--- config.mk ---
export PLATFORM = sky130hd
export DESIGN_NAME = axi4lite_master_ctl
export DESIGN_NICKNAME = d
export VERILOG_FILES = /design/src/rtl/axi4lite_master_ctl.sv
export SDC_FILE = /design/constraint.sdc
export NUM_CORES = 1
export LEC_CHECK = 0
export ABC_AREA = 1
export ABC_CLOCK_PERIOD_IN_PS = 1750
export BUFFER_PORTS_ARGS = -buffer_cell sky130_fd_sc_hd__buf_2
export CAP_MARGIN = 20
export CORE_MARGIN = 2
export CORE_UTILIZATION = 48
export DETAILED_ROUTE_END_ITERATION = 10
export GPL_TIMING_DRIVEN = 0
export PLACE_DENSITY_LB_ADDON = 0.05
export SYNTH_ARGS = -nofsm -noshare
export SYNTH_HDL_FRONTEND = slang
export SYNTH_SLANG_ARGS = --single-unit
--- constraint.sdc ---
create_clock -name m_axi_aclk -period 1.75 [get_ports m_axi_aclk]
set_input_delay 0.35 -clock m_axi_aclk [delete_from_list [all_inputs] [get_ports m_axi_aclk]]
set_output_delay 0.35 -clock m_axi_aclk [all_outputs]
set_load 0.01 [all_outputs]
--- src/rtl/axi4lite_master_ctl.sv ---
// Single-outstanding AXI4-Lite master: turns one user write or read command into
// a complete AXI4-Lite transaction, reporting response code, completion and timeout.
module axi4lite_master_ctl #(
    parameter int ADDR_WIDTH     = 4,
    parameter int DATA_WIDTH     = 32,
    parameter int TIMEOUT_CYCLES = 255,
    parameter int CNT_WIDTH      = 8
) (
    input  logic                      m_axi_aclk,
    input  logic                      m_axi_aresetn,
    output logic [ADDR_WIDTH-1:0]     m_axi_awaddr,
    output logic                      m_axi_awvalid,
    input  logic                      m_axi_awready,
    output logic [DATA_WIDTH-1:0]     m_axi_wdata,
    output logic [DATA_WIDTH/8-1:0]   m_axi_wstrb,
    output logic                      m_axi_wvalid,
    input  logic                      m_axi_wready,
    input  logic [1:0]                m_axi_bresp,
    input  logic                      m_axi_bvalid,
    output logic                      m_axi_bready,
    output logic [ADDR_WIDTH-1:0]     m_axi_araddr,
    output logic                      m_axi_arvalid,
    input  logic                      m_axi_arready,
    input  logic [DATA_WIDTH-1:0]     m_axi_rdata,
    input  logic [1:0]                m_axi_rresp,
    input  logic                      m_axi_rvalid,
    output logic                      m_axi_rready,
    input  logic                      start_write,
    input  logic [ADDR_WIDTH-1:0]     write_addr,
    input  logic [DATA_WIDTH-1:0]     write_data,
    input  logic [DATA_WIDTH/8-1:0]   write_strb,
    input  logic                      start_read,
    input  logic [ADDR_WIDTH-1:0]     read_addr,
    output logic [DATA_WIDTH-1:0]     read_data,
    output logic                      busy,
    output logic                      done,
    output logic [1:0]                resp,
    output logic                      timeout
);

    typedef enum logic [2:0] {IDLE, WR_REQ, WR_RESP, RD_REQ, RD_DATA} state_t;

    localparam logic [CNT_WIDTH-1:0] CNT_LAST = CNT_WIDTH'(TIMEOUT_CYCLES - 1);

    state_t               state;
    logic [CNT_WIDTH-1:0] cnt;
    logic                 aw_hs, w_hs, b_hs, ar_hs, r_hs, any_hs, expire;

    assign aw_hs  = m_axi_awvalid && m_axi_awready;
    assign w_hs   = m_axi_wvalid && m_axi_wready;
    assign b_hs   = m_axi_bvalid && m_axi_bready;
    assign ar_hs  = m_axi_arvalid && m_axi_arready;
    assign r_hs   = m_axi_rvalid && m_axi_rready;
    assign any_hs = aw_hs || w_hs || b_hs || ar_hs || r_hs;
    // Abort fires on the cycle the counter would reach TIMEOUT_CYCLES idle cycles.
    assign expire = (TIMEOUT_CYCLES != 0) && (state != IDLE) && !any_hs && (cnt == CNT_LAST);

    always_ff @(posedge m_axi_aclk or negedge m_axi_aresetn) begin
        if (!m_axi_aresetn) begin
            cnt <= '0;
        end else if (state == IDLE || any_hs) begin
            cnt <= '0;
        end else if (cnt != '1) begin
            cnt <= cnt + 1'b1;
        end
    end

    always_ff @(posedge m_axi_aclk or negedge m_axi_aresetn) begin
        if (!m_axi_aresetn) begin
            state         <= IDLE;
            m_axi_awaddr  <= '0;
            m_axi_awvalid <= 1'b0;
            m_axi_wdata   <= '0;
            m_axi_wstrb   <= '0;
            m_axi_wvalid  <= 1'b0;
            m_axi_bready  <= 1'b0;
            m_axi_araddr  <= '0;
            m_axi_arvalid <= 1'b0;
            m_axi_rready  <= 1'b0;
            read_data     <= '0;
            busy          <= 1'b0;
            done          <= 1'b0;
            resp          <= 2'b00;
            timeout       <= 1'b0;
        end else begin
            done <= 1'b0;
            case (state)
                IDLE: begin
                    busy <= 1'b0;
                    if (start_write) begin
                        m_axi_awaddr  <= write_addr;
                        m_axi_wdata   <= write_data;
                        m_axi_wstrb   <= write_strb;
                        m_axi_awvalid <= 1'b1;
                        m_axi_wvalid  <= 1'b1;
                        busy          <= 1'b1;
                        state         <= WR_REQ;
                    end else if (start_read) begin
                        m_axi_araddr  <= read_addr;
                        m_axi_arvalid <= 1'b1;
                        busy          <= 1'b1;
                        state         <= RD_REQ;
                    end
                end
                WR_REQ: begin
                    if (aw_hs) m_axi_awvalid <= 1'b0;
                    if (w_hs)  m_axi_wvalid  <= 1'b0;
                    // A channel whose valid is already low has finished its handshake.
                    if ((!m_axi_awvalid || m_axi_awready) && (!m_axi_wvalid || m_axi_wready)) begin
                        m_axi_bready <= 1'b1;
                        state        <= WR_RESP;
                    end
                end
                WR_RESP: begin
                    if (b_hs) begin
                        m_axi_bready <= 1'b0;
                        resp         <= m_axi_bresp;
                        timeout      <= 1'b0;
                        done         <= 1'b1;
                        state        <= IDLE;
                    end
                end
                RD_REQ: begin
                    if (ar_hs) begin
                        m_axi_arvalid <= 1'b0;
                        m_axi_rready  <= 1'b1;
                        state         <= RD_DATA;
                    end
                end
                RD_DATA: begin
                    if (r_hs) begin
                        m_axi_rready <= 1'b0;
                        read_data    <= m_axi_rdata;
                        resp         <= m_axi_rresp;
                        timeout      <= 1'b0;
                        done         <= 1'b1;
                        state        <= IDLE;
                    end
                end
                default: state <= IDLE;
            endcase
            // Hung slave: drop every valid/ready without waiting for the handshake.
            if (expire) begin
                m_axi_awvalid <= 1'b0;
                m_axi_wvalid  <= 1'b0;
                m_axi_bready  <= 1'b0;
                m_axi_arvalid <= 1'b0;
                m_axi_rready  <= 1'b0;
                resp          <= 2'b10;
                timeout       <= 1'b1;
                done          <= 1'b1;
                state         <= IDLE;
            end
        end
    end

endmodule
==> results_dict.tcl <==
set metrics [dict create \
    crit_required_ps 1970 \
    numCtsBuffers 9 \
    final_common_cell "buf_2" \
    route.detailed.drc 0 \
    critPathArrivalTime_ps 1860 \
    synth_top_area_frac 0.590 \
    finalSetupViolations 0 \
    grt_pass1_wl_um 15000 \
    post_dp_cell_area_um2 5150 \
    p_total_mw 8.53 \
    fin_hold_ws_ps 206 \
    routed_wl_um 8770 \
    crit_path_start "state[1]$_DFFE_PN0P_" \
    die_h_um 96.6 \
    first_pass_iters 4 \
    ys_top_cells_by_area "dfrtp_1 (59%), mux2_4 (11%), mux2_1 (9.6%)" \
    stdcell_area_um2 5380 \
    dieArea_um2 9330 \
    avgSynthCellArea_um2 12.9 \
    antenna_cells 0 \
    p_leak_nw 2.95 \
    grt_antenna_before_repair 0 \
    yosys_register_bits 97 \
    io_pins 175 \
    layout_common_cells "buf_2 (177), dfrtp_1 (97), nand2_1 (51), mux2_1 (35), mux2_4 (30)" \
    cts-root-buf "clkbuf_8" \
    cts_sinks 97 \
    numPortBuffers 174 \
    overflow 0 \
    p_per_area_nw_per_um2 1590 \
    design.core.area_um2 8260 \
    final_util 0.651 \
    crit_top_cell "nor2_4" \
    syn_inst 319 \
    gp_congestion 0.862 \
    final_hold_viol_count 0 \
    rsz0062_at_grt "false" \
    setup_slack_ps 117 \
    grt_use_total 0.197 \
    syn_to_final_growth_pct 30.7 \
    r2r_setup_slack_ps 120 \
    hp-start "write_data[2]" \
    rows 33 \
    yosysWarnings 0 \
    holdCritPathClass "input port to register" \
    clk_latency_ps 350 \
    start_util 0.498 \
    max-slew-margin-rel 0.675 \
    netlist_area_um2 4120 \
    path_clk_slew_ps 90 \
    fmax_ghz 0.612 \
    r2r-start "state[1]$_DFFE_PN0P_" \
    nNetsFinal 599 \
    min_period_ps 1630 \
    ant_nets 0 \
    final_cells 618 \
    endpoint_kind "register" \
    cpLargestDelayFamily "flip-flops" \
    slowest_stage "dfrtp_1" \
    skew_ps 11.1 \
    critPathLaunchType "register" \
    grt_max_degree 62 \
    die_width_um 96.6 \
    vias_per_cell 4.84 \
    htree_levels 3 \
    fillCellCount 697 \
    synth_nets 410 \
    cts_buffer_depth 2 \
    setup_tns_ps 0 \
    outcome "finished, final reports clean" \
    drt_iter0_markers 125 \
    worstPathCellList "nor2_4, inv_2, nor2_4, nand2_2, buf_2, mux2_1" \
    cts_tree "done" \
    cap_violations 0 \
    synth_area_leader_cell "dfrtp_1" \
    cpPeakStageDelay_ps 450 \
    ys_types 25 \
    yosysSeqAreaShare 0.590 \
    dp_hpwl_um 6740 \
    worst_pin_slew_ps 488 \
    crit_type "register to register" \
    wl_per_cell_um 14.2 \
    finalCritPeriodShare 0.933 \
    grt_pass1_vias 3030 \
    via_count 2992 \
    slew_violations 0 \
    dp.cells 599 \
    vdd_drop_max_v 0.000762 \
    final_layout_size_suffix_gt1_frac 0.491 \
    dpl_worst_slack_ps 102 \
    path_buf_inv 2 \
    critPathMaxFanout 10 \
]
## path summary, 6_finish.rpt
kind / end / depth (start not counted)
min in group asynchronous: m_axi_wdata[18]$_DFFE_PN0P_ / 2
setup / recovery: m_axi_wdata[24]$_DFFE_PN0P_ / 6
hold / removal: m_axi_wdata[2]$_DFFE_PN0P_ / 2
setup reg to reg: m_axi_wdata[24]$_DFFE_PN0P_ / 6
hold reg to reg: m_axi_wdata[6]$_DFFE_PN0P_ / 1
max in group asynchronous: m_axi_rready$_DFFE_PN0P_ / 3
## power by group
group          internal, mW  leakage (nW)  total (mW)  switching, mW
clock network         0.673        0.0941        1.43          0.760
logic                  1.70          1.65        3.40           1.70
registers              3.19          1.21        3.70          0.515
total                  5.56          2.95        8.53           2.98
## routing by layer
layer | up-vias | global-route usage | part of all wire
li1 | 1449 | - | -
met2 | 121 | 0.305 | 0.46
met1 | 1411 | 0.269 | 0.45
met5 | - | 0 | 0
met4 | 0 | 0.0596 | 0.014
met3 | 11 | 0.0600 | 0.079
## cells by family after synthesis
logic type,after synthesis,share of synthesized area
DFF,97,0.590
and+or+nand+nor,91,0.102
muxes,76,0.235
buffers and inverters,31,0.0368
AOI/OAI and AO/OA,20,0.0264
xor gates and xnor gates,2,0.00426
adders and majority gates,2,0.00608
## synth_stat cells, drive strengths merged
cell / instances
xor2: 1
o21ai: 11
buf: 8
nor3: 2
a211oi: 1
a21oi: 6
a31oi: 2
nor2: 14
xnor2: 1
nand4: 3
nand2: 53
mux2: 76
inv: 23
ha: 2
dfrtp: 97
nand3: 19
## flip-flops by register name, indices dropped and copies added (netlist names), 2 cells and up
signal / cells
state: 3
cnt: 8
m_axi_awaddr: 4
m_axi_araddr: 4
resp: 2
m_axi_wstrb: 4
m_axi_wdata: 32
read_data: 32
## cell type report
type	count	area (um^2)	area share
repair buffers	178	926	0.172
inverters	23	86.3	0.0161
well taps	105	131	0.0244
multi-input cells	191	1550	0.288
plain buffers	8	65.1	0.0121
clock buffers	11	131	0.0244
clock inverters	5	63.8	0.0119
flip-flops and latches	97	2430	0.451
## what timing repair did
| item | in CTS | in global routing |
|---|---|---|
| setup buffers | 0 | 2 |
| hold buffers | 1 | 0 |
| endpoints found under the hold margin | 36 | 0 |
| setup endpoints to repair | 0 | 7 |
| gates resized for setup | 0 | 2 |
Note: power is estimated with default switching activity, not from simulation.
